<file path="config.mk">
export PLATFORM = sky130hd
export DESIGN_NAME = dmem_mmio_bridge
export DESIGN_NICKNAME = d
export VERILOG_FILES = /design/src/rtl/dmem_mmio_bridge_pkg.sv /design/src/rtl/dmem_mmio_bridge_uart_tx_fifo_serializer.sv /design/src/rtl/dmem_mmio_bridge.sv
export SDC_FILE = /design/constraint.sdc
export NUM_CORES = 1
export LEC_CHECK = 0
export ABC_AREA = 1
export ABC_CLOCK_PERIOD_IN_PS = 4270
export BUFFER_PORTS_ARGS = -buffer_cell sky130_fd_sc_hd__buf_4
export CORE_AREA = 2 2 135 190
export CTS_BUF_LIST = sky130_fd_sc_hd__clkbuf_16
export CTS_CLUSTER_DIAMETER = 50
export DETAILED_ROUTE_END_ITERATION = 10
export DIE_AREA = 0 0 137 192
export GPL_TIMING_DRIVEN = 0
export PLACE_DENSITY_LB_ADDON = 0.1
export SLEW_MARGIN = 20
export SYNTH_ARGS = -nofsm -noshare
export SYNTH_HDL_FRONTEND = slang
export SYNTH_HIERARCHICAL = 1
export SYNTH_SLANG_ARGS = --single-unit
export TNS_END_PERCENT = 10
</file>
<file path="constraint.sdc">
create_clock -name clock -period 4.27 [get_ports clock]
set_input_delay 0.854 -clock clock [delete_from_list [all_inputs] [get_ports clock]]
set_output_delay 0.854 -clock clock [all_outputs]
set_load 0.02 [all_outputs]
</file>
<file path="src/rtl/dmem_mmio_bridge_pkg.sv">
// Shared constants for the dmem/MMIO bridge: address map, UART FSM encoding,
// UART status bit layout and the status-word packing helper.
package dmem_mmio_bridge_pkg;

  localparam logic [15:0] MMIO_BASE = 16'hFFFF;

  localparam logic [3:0] OFF_LED        = 4'h0;
  localparam logic [3:0] OFF_TIMER_CNT  = 4'h1;
  localparam logic [3:0] OFF_TIMER_CMP  = 4'h2;
  localparam logic [3:0] OFF_TIMER_STAT = 4'h3;
  localparam logic [3:0] OFF_UART_TX    = 4'h4;
  localparam logic [3:0] OFF_UART_STAT  = 4'h5;

  typedef enum logic [1:0] {
    UART_IDLE  = 2'd0,
    UART_START = 2'd1,
    UART_DATA  = 2'd2,
    UART_STOP  = 2'd3
  } uart_state_e;

  localparam int STAT_FULL      = 0;
  localparam int STAT_EMPTY     = 1;
  localparam int STAT_BUSY      = 2;
  localparam int STAT_OVF       = 3;
  localparam int STAT_COUNT_LSB = 8;
  localparam int COUNT_W        = 7;

  function automatic logic [31:0] uart_stat_word(input logic full, input logic empty,
                                                 input logic busy, input logic ovf,
                                                 input logic [COUNT_W-1:0] count);
    logic [31:0] w;
    w = 32'd0;
    w[STAT_FULL]  = full;
    w[STAT_EMPTY] = empty;
    w[STAT_BUSY]  = busy;
    w[STAT_OVF]   = ovf;
    w[STAT_COUNT_LSB +: COUNT_W] = count;
    return w;
  endfunction

endpackage

</file>
<file path="src/rtl/dmem_mmio_bridge_uart_tx_fifo_serializer.sv">
// UART transmit path: circular byte FIFO feeding an 8N1 serializer FSM.
// The FSM pops the FIFO head while idle and starts the frame on the next edge.
module uart_tx_fifo_serializer
  import dmem_mmio_bridge_pkg::*;
#(
  parameter int CLKS_PER_BIT = 16,
  parameter int FIFO_DEPTH   = 8
) (
  input  logic               clock,
  input  logic               reset,
  input  logic               push,
  input  logic [7:0]         push_byte,
  output logic               full,
  output logic               empty,
  output logic               busy,
  output logic [COUNT_W-1:0] count,
  output logic               uart_tx
);

  localparam int PTR_W = $clog2(FIFO_DEPTH);
  localparam logic [COUNT_W-1:0] DEPTH_C = COUNT_W'(FIFO_DEPTH);
  localparam logic [15:0] BIT_LAST = 16'(CLKS_PER_BIT - 1);

  logic [7:0]         mem_r [FIFO_DEPTH];
  logic [PTR_W-1:0]   wr_ptr_r, rd_ptr_r;
  logic [COUNT_W-1:0] count_r;
  uart_state_e        state_r, state_next_s;
  logic [15:0]        clk_cnt_r;
  logic [2:0]         bit_idx_r;
  logic [7:0]         shift_r;
  logic               pop_s, push_ok_s, bit_end_s;

  assign pop_s     = (state_r == UART_IDLE) && (count_r != '0);
  assign push_ok_s = push && ((count_r < DEPTH_C) || pop_s);
  assign bit_end_s = (clk_cnt_r == BIT_LAST);

  assign full  = (count_r == DEPTH_C);
  assign empty = (count_r == '0);
  assign busy  = (state_r != UART_IDLE);
  assign count = count_r;

  // FIFO storage (no reset needed; guarded by count)
  always_ff @(posedge clock) begin
    if (push_ok_s) mem_r[wr_ptr_r] <= push_byte;
  end

  // FIFO pointers and occupancy
  always_ff @(posedge clock or posedge reset) begin
    if (reset) begin
      wr_ptr_r <= '0;
      rd_ptr_r <= '0;
      count_r  <= '0;
    end else begin
      if (push_ok_s) wr_ptr_r <= wr_ptr_r + 1'b1;
      if (pop_s)     rd_ptr_r <= rd_ptr_r + 1'b1;
      case ({push_ok_s, pop_s})
        2'b10:   count_r <= count_r + 1'b1;
        2'b01:   count_r <= count_r - 1'b1;
        default: count_r <= count_r;
      endcase
    end
  end

  // FSM state register plus bit timing and shift data
  always_ff @(posedge clock or posedge reset) begin
    if (reset) begin
      state_r   <= UART_IDLE;
      clk_cnt_r <= 16'd0;
      bit_idx_r <= 3'd0;
      shift_r   <= 8'd0;
    end else begin
      state_r <= state_next_s;
      if (state_r == UART_IDLE) begin
        clk_cnt_r <= 16'd0;
        bit_idx_r <= 3'd0;
        if (pop_s) shift_r <= mem_r[rd_ptr_r];
      end else if (bit_end_s) begin
        clk_cnt_r <= 16'd0;
        if (state_r == UART_DATA) bit_idx_r <= bit_idx_r + 3'd1;
      end else begin
        clk_cnt_r <= clk_cnt_r + 16'd1;
      end
    end
  end

  // FSM next-state logic
  always_comb begin
    state_next_s = state_r;
    case (state_r)
      UART_IDLE:  if (pop_s) state_next_s = UART_START;
      UART_START: if (bit_end_s) state_next_s = UART_DATA;
      UART_DATA:  if (bit_end_s && (bit_idx_r == 3'd7)) state_next_s = UART_STOP;
      UART_STOP:  if (bit_end_s) state_next_s = UART_IDLE;
      default:    state_next_s = UART_IDLE;
    endcase
  end

  // FSM outputs; decoded from state so reset forces the line high at once
  always_comb begin
    uart_tx = 1'b1;
    case (state_r)
      UART_START: uart_tx = 1'b0;
      UART_DATA:  uart_tx = shift_r[bit_idx_r];
      default:    uart_tx = 1'b1;
    endcase
  end

endmodule

</file>
<file path="src/rtl/dmem_mmio_bridge.sv">
// Processor dmem bridge: decodes word addresses to external RAM or to the
// MMIO bank (LED latch, timer with compare flag, UART transmitter).
module dmem_mmio_bridge
  import dmem_mmio_bridge_pkg::*;
#(
  parameter int CLKS_PER_BIT  = 16,
  parameter int FIFO_DEPTH    = 8,
  parameter int RAM_ADDR_BITS = 12
) (
  input  logic                     clock,
  input  logic                     reset,
  input  logic [31:0]              address_dmem,
  input  logic [31:0]              data,
  input  logic                     wren,
  output logic [31:0]              q_dmem,
  output logic [RAM_ADDR_BITS-1:0] ram_address,
  output logic [31:0]              ram_data,
  output logic                     ram_wren,
  input  logic [31:0]              ram_q,
  output logic [15:0]              led,
  output logic                     uart_tx,
  output logic                     timer_irq
);

  logic               mmio_sel_s, ram_sel_s, mmio_wr_s;
  logic [3:0]         offset_s;
  logic [15:0]        led_r;
  logic [31:0]        cnt_r, cmp_r;
  logic               flag_r, ovf_r;
  logic               uart_push_s, dropped_s;
  logic               fifo_full_s, fifo_empty_s, uart_busy_s;
  logic [COUNT_W-1:0] fifo_count_s;

  assign mmio_sel_s = (address_dmem[31:16] == MMIO_BASE);
  assign ram_sel_s  = (address_dmem[31:RAM_ADDR_BITS] == '0);
  assign offset_s   = address_dmem[3:0];
  assign mmio_wr_s  = wren && mmio_sel_s;

  assign ram_address = address_dmem[RAM_ADDR_BITS-1:0];
  assign ram_data    = data;
  assign ram_wren    = wren && ram_sel_s;

  assign uart_push_s = mmio_wr_s && (offset_s == OFF_UART_TX);
  // A full FIFO only makes room when the serializer is idle and pops this cycle.
  assign dropped_s   = uart_push_s && fifo_full_s && uart_busy_s;

  assign led       = led_r;
  assign timer_irq = flag_r;

  // LED latch, timer counter/compare/flag and UART overflow sticky bit
  always_ff @(posedge clock or posedge reset) begin
    if (reset) begin
      led_r  <= 16'd0;
      cnt_r  <= 32'd0;
      cmp_r  <= 32'hFFFF_FFFF;
      flag_r <= 1'b0;
      ovf_r  <= 1'b0;
    end else begin
      if (mmio_wr_s && (offset_s == OFF_LED)) led_r <= data[15:0];
      if (mmio_wr_s && (offset_s == OFF_TIMER_CNT)) cnt_r <= data;
      else cnt_r <= cnt_r + 32'd1;
      if (mmio_wr_s && (offset_s == OFF_TIMER_CMP)) cmp_r <= data;
      if (cnt_r == cmp_r) flag_r <= 1'b1;
      else if (mmio_wr_s && (offset_s == OFF_TIMER_STAT) && data[0]) flag_r <= 1'b0;
      if (dropped_s) ovf_r <= 1'b1;
      else if (mmio_wr_s && (offset_s == OFF_UART_STAT) && data[STAT_OVF]) ovf_r <= 1'b0;
    end
  end

  // Load data mux, zero for anything unmapped
  always_comb begin
    q_dmem = 32'd0;
    if (ram_sel_s) begin
      q_dmem = ram_q;
    end else if (mmio_sel_s) begin
      case (offset_s)
        OFF_LED:        q_dmem = {16'd0, led_r};
        OFF_TIMER_CNT:  q_dmem = cnt_r;
        OFF_TIMER_CMP:  q_dmem = cmp_r;
        OFF_TIMER_STAT: q_dmem = {31'd0, flag_r};
        OFF_UART_STAT:  q_dmem = uart_stat_word(fifo_full_s, fifo_empty_s, uart_busy_s,
                                                ovf_r, fifo_count_s);
        default:        q_dmem = 32'd0;
      endcase
    end else begin
      q_dmem = 32'd0;
    end
  end

  uart_tx_fifo_serializer #(
    .CLKS_PER_BIT(CLKS_PER_BIT),
    .FIFO_DEPTH  (FIFO_DEPTH)
  ) u_uart (
    .clock    (clock),
    .reset    (reset),
    .push     (uart_push_s),
    .push_byte(data[7:0]),
    .full     (fifo_full_s),
    .empty    (fifo_empty_s),
    .busy     (uart_busy_s),
    .count    (fifo_count_s),
    .uart_tx  (uart_tx)
  );

endmodule

</file>
# [After elaboration in Yosys (flattened, before gate mapping)]
# Memory sizes are Yosys's and may differ from the RTL's. A register that Yosys moved wholly into a read port is not among the register bits.
# Index checks and enable logic that the tools add are counted.
[word_totals] wordCells=94 output_inout_bits=95 n_memories=1 ram_bits=64 regBits=116 input_bits=99
[memory_table] name="u_uart.mem_r" depth=8 word_bits=8 read_ports=1 rd_clocked_by_memory_dff=1 write_ports=1 line_no="dmem_mmio_bridge_uart_tx_fifo_serializer.sv:24" rtl="logic [7:0] mem_r [FIFO_DEPTH];"
[classes] addsub=7 reduce_logical=30 magnitude_cmp=2 muxes=24 eq_ne=19
[op_table] operator="$pmux W32 S5" count=1
[op_table] operator="$mux W32" count=3
[op_table] operator="$add A32 B1 Y32 const B" count=1
[op_table] operator="$eq A32 B32 Y1" count=1
[op_table] operator="$mux W16" count=2
[op_table] operator="$logic_not A20 Y1" count=1
[op_table] operator="$add A16 B1 Y16 const B" count=1
[op_table] operator="$eq A16 B16 Y1 const B" count=1
[op_table] operator="$eq A16 B4 Y1 const B" count=1
[op_table] operator="$logic_and A1 B1 Y1" count=15
[op_table] operator="$pmux W7 S2" count=1
[op_table] operator="$reduce_bool A2 Y1" count=6
[op_table] operator="$add A3 B1 Y3 const B" count=3
[op_table] operator="$mux W3" count=3
[op_table] operator="$eq A4 B2 Y1 const B" count=2
[op_table] operator="$eq A4 B3 Y1 const B" count=2
[op_table] operator="$mux W2" count=4
[op_table] operator="$pmux W2 S4" count=1
[op_table] operator="$add A7 B1 Y7 const B" count=1
[op_table] operator="$eq A7 B4 Y1 const B" count=1
[op_table] operator="$logic_not A7 Y1" count=1
[op_table] operator="$lt A7 B4 Y1 const B" count=1
[op_table] operator="$mux W1" count=7
[op_table] operator="$reduce_bool A7 Y1" count=1
[op_table] operator="15 further kinds" count=21

# [Longest topological paths before layout]
[depth] ltp_word=6 mapped_depth=19 ltp_nobuf=19

# [By module]
# Netlist, hierarchy kept.
[modules_own_cells] module="dmem_mmio_bridge" cells_per_inst=940 area_per_inst_um2=6054.6 seq_area_each_um2=2092.0 instances=1
[modules_own_cells] module="uart_tx_fifo_serializer" cells_per_inst=480 area_per_inst_um2=4888.4 seq_area_each_um2=2972.9 instances=1

# [Worst setup path before layout]
# OpenSTA, ideal clock, no wires.
[synth_path] kind="input to output" start="input address_dmem[25]" end="output q_dmem[10]" cell_stages=5 t_required_ns=3.416 path_buffers=1 arrival_ns=1.873 setup_slack_ns=1.543 path_cell_list="or2_2 -> nor3_2 -> buf_2 -> nand3_1 -> nand2_1"
[synth_between] elab_chain_len=3 word_cells_on_any_way=4 classes_between="eq/ne: 1; mux: 2; reduce/logical: 1"
[synth_rtl] element="from (decl)" line_no="dmem_mmio_bridge.sv:12" rtl="input logic [31:0] address_dmem,"
[synth_rtl] element="$eq A16 B16 Y1" line_no="dmem_mmio_bridge.sv:34" rtl="assign mmio_sel_s = (address_dmem[31:16] == MMIO_BASE);"
[synth_rtl] element="$mux W32" line_no="dmem_mmio_bridge.sv:75" rtl="end else if (mmio_sel_s) begin"
[synth_rtl] element="$mux W32 *" line_no="dmem_mmio_bridge.sv:73" rtl="if (ram_sel_s) begin"
[synth_rtl] element="to (decl)" line_no="dmem_mmio_bridge.sv:15" rtl="output logic [31:0] q_dmem,"
# Every way passes the cells marked *; elsewhere a longest branch is shown, timed or not.

# [Worst setup path in the final report]
[layout_path] start="input address_dmem[13]" end="output q_dmem[7]"
[layout_between] elab_chain_len=2
[layout_rtl] element="$logic_not A20 Y1" line_no="dmem_mmio_bridge.sv:35" rtl="assign ram_sel_s = (address_dmem[31:RAM_ADDR_BITS] == '0);"
[layout_rtl] element="$mux W32" line_no="dmem_mmio_bridge.sv:73"
# No other way between the ends.

==> impl_metrics.env <==
export IMPL_grt_pass1_wl_um=51300
export IMPL_synth_area_per_cell_um2=7.71
export IMPL_final_hold_violation_count=0
export IMPL_period_share=0.864
export IMPL_path_cells="buf_4 -> nor2_1 -> nand3_1 -> nor3_1 -> buf_2 -> nand3_1 -> nand2_1 -> buf_4"
export IMPL_cp_arrival_ps=2840
export IMPL_hold_depth=1
export IMPL_post_route_min_period_ps=3690
export IMPL_nFillCells=2416
export IMPL_p_leak_uw=0.00625
export IMPL_path_max_fanout=10
export IMPL_drc_errors=0
export IMPL_status="completed"
export IMPL_grt_pass1_vias=9714
export IMPL_crit_family="simple AND/OR/NAND/NOR gates"
export IMPL_place_hpwl_um=25500
export IMPL_drt_iter0_drc=620
export IMPL_initial_utilization=0.447
export IMPL_yosysSeqAreaShare=0.463
export IMPL_regToRegSetupSlack_ps=1470
export IMPL_syn_inst=1420
export IMPL_worstSetupEndpointType="output pin"
export IMPL_async_reset_ff_frac=0.660
export IMPL_cts_tree="done"
export IMPL_rows=68
export IMPL_dr_total_vias=10100
export IMPL_ir_worst_vdd_v=0.000275
export IMPL_synthFlopType="dfrtp_1"
export IMPL_die_height_um=192
export IMPL_holdCritStartpoint="u_uart/clk_cnt_r[0]"
export IMPL_numPortBuffers=185
export IMPL_finClkSkew_ps=10.2
export IMPL_wire_per_inst_um=17.1
export IMPL_ioPinCount=194
export IMPL_area_growth_synth_to_final_pct=21.8
export IMPL_postCtsHoldBufs=0
export IMPL_finalSetupViolCount=0
export IMPL_overflow=0
export IMPL_cts_setup_buffers=0
export IMPL_final_area_um2=13300
export IMPL_gp_congestion=0.982
export IMPL_yosys_area_top_type="dfrtp_1"
export IMPL_synthTopCellsByArea="dfrtp_1 21%, edfxtp_1 18%, nand2_1 17%"
export IMPL_relSlewSlack=0.272
export IMPL_synth_top_area_share=0.210
export IMPL_tightest_slew_ps=1080
export IMPL_required_ps=3420
export IMPL_maxCapViolCount=0
export IMPL_core_um2=24500
export IMPL_wirelength_um=33400
export IMPL_clock_sinks=188
export IMPL_synth_edf_count=64
export IMPL_layout_drive_gt1_share=0.223
export IMPL_ctsResizeCount=0
export IMPL_ant_nets=0
export IMPL_dr_pass1_iters=5
export IMPL_htreeDepth=4
export IMPL_dpl_cell_area_um2=12800
export IMPL_cp_slowest_cell="nor3_1"
export IMPL_start_kind="input pin"
export IMPL_synth_area_um2=10900
export IMPL_cpPeakStageDelay_ps=830
export IMPL_die_area_um2=26300
export IMPL_cts_root_buf="clkbuf_16"
export IMPL_reg2regPathDepth=15
export IMPL_antennaDiodeCount=0
export IMPL_ys_ff_latch=188
export IMPL_hold_class="reg -> reg"
export IMPL_reg2reg_from="u_uart/state_r[1]"
export IMPL_drv_slew=0
export IMPL_grt_max_degree=46
export IMPL_gr_usage_all_layers=0.257
export IMPL_path_clk_slew_ps=70
export IMPL_cts_buffers=17
export IMPL_antenna_found_initial=0
export IMPL_finalSetupTns_ps=0
export IMPL_synth_warnings=6
export IMPL_clock_latency_ps=440
export IMPL_finalNetCount=1742
export IMPL_die_w_um=137
export IMPL_critPathBufInv=3
export IMPL_synth_fp_nets=1536
export IMPL_rr_endpoint="u_uart/count[6]"
export IMPL_clockBufferDepth=2
export IMPL_critPathKind="in -> out"
export IMPL_timing_fmax_mhz=271
export IMPL_synthTopCellsByCount="501 x nand2_1, 149 x nor2_1, 100 x inv_1"
export IMPL_viasPerCell=5.16
export IMPL_synth_most_common_cell="nand2_1"
export IMPL_rsz0062_at_grt="false"
export IMPL_whs_endpoint="u_uart/clk_cnt_r[0]"
export IMPL_p_per_area_nw_per_um2=274
export IMPL_yosysUniqueCellTypes=44
-- cells by family after synthesis --
kind of cell,share of synthesized area
XOR/XNOR,0.0368
AO/OA/AOI/OAI,0.0907
adder cells (fa/ha/maj),0.0201
buffers and inverters,0.0899
AND/OR/NAND/NOR,0.300
flip-flops,0.463
-- cell usage in the layout, fill, tap and decap left out, types with 7 or more instances in the layout --
| cell type | netlist | final |
|---|---|---|
| inv_2 | 6 | 7 |
| clkbuf_1 | 13 | 13 |
| edfxtp_1 | 64 | 64 |
| o21ai_0 | 90 | 90 |
| a21oi_1 | 11 | 11 |
| dfstp_2 | 32 | 32 |
| buf_2 | 26 | 26 |
| clkbuf_16 | 0 | 17 |
| nand4_1 | 17 | 17 |
| xnor2_1 | 26 | 26 |
| nand3_1 | 82 | 82 |
| xor2_1 | 20 | 20 |
| nor2_1 | 149 | 149 |
| ha_1 | 16 | 16 |
| buf_4 | 49 | 234 |
| o211ai_1 | 21 | 21 |
| o22ai_1 | 15 | 15 |
| inv_1 | 100 | 100 |
| o21ai_1 | 29 | 29 |
| dfrtp_1 | 92 | 92 |
| nand2_1 | 501 | 501 |
| nor2_2 | 10 | 10 |
-- area by class of cell --
cell class	instances	area (µm²)	area share
Tap cell	315	394	0.0296
Buffer	93	582	0.0436
Clock inverter	15	130	0.00976
Sequential cell	188	5060	0.380
Inverter	107	404	0.0303
Timing Repair Buffer	187	1440	0.108
Clock buffer	17	425	0.0319
Multi-Input combinational cell	1032	4890	0.367
-- power by group --
| group | switching [µW] | leakage [µW] | internal [µW] |
|---|---|---|---|
| clock | 764 | 0.000279 | 769 |
| sequential | 1.46 | 0.00209 | 1870 |
| combinational | 137 | 0.00388 | 119 |
| total | 903 | 0.00625 | 2750 |
-- worst reg2reg max path, cell delays in order (launching register included) --
cell	delay, ps
dfrtp_1	420
inv_1	120
ha_1	150
buf_2	250
inv_2	180
nor2_4	250
nand2_2	190
inv_2	160
ha_1	280
a21oi_1	230
and3_1	200
nand2_1	60
nand2_1	70
nand2_1	50
nand2_1	50
inv_1	40
-- stage by stage --
stage / power, µW / hold slack [ps] / setup slack (ps) / util / cells
floorplan: 2010 / 433 / 1360 / - / 1420
global placement: 2160 / 458 / 121 / 0.519 / 1920
detailed placement: 2160 / 452 / 610 / 0.521 / 1922
CTS: 3690 / 462 / 611 / 0.544 / 1954
global route: 3770 / 492 / 511 / 0.544 / 1954
finish: 3660 / 457 / 579 / 0.544 / 1954
-- sequential cells by signal (all words and copies together) (netlist names) --
register          count
u_uart/bit_idx_r      3
u_uart/state_r        2
u_uart/clk_cnt_r     16
cmp_r                32
u_uart/shift_r        8
u_uart/mem_r         64
u_uart/count          7
u_uart/rd_ptr_r       3
cnt_r                32
timer_irq             1
led                  16
ovf_r                 1
u_uart/wr_ptr_r       3
-- per-layer routing --
| metal | global-route usage | share of wire |
|---|---|---|
| met5 | 0 | 0 |
| met1 | 0.295 | 0.38 |
| met3 | 0.0330 | 0.042 |
| met4 | 0.126 | 0.050 |
| met2 | 0.464 | 0.52 |
-- worst max-delay path by stage --
stage	startpoint	end	slack [ps]	depth (start not counted)
final	address_dmem[13]	q_dmem[7]	580	8
after global routing	address_dmem[24]	q_dmem[8]	510	8
after CTS	address_dmem[13]	q_dmem[7]	610	8
after detailed placement	address_dmem[13]	q_dmem[7]	610	8
after global placement	reset	cnt_r[25]	120	2
after floorplan	reset	cnt_r[0]	1360	1
Power figures use the tool's default switching activity.
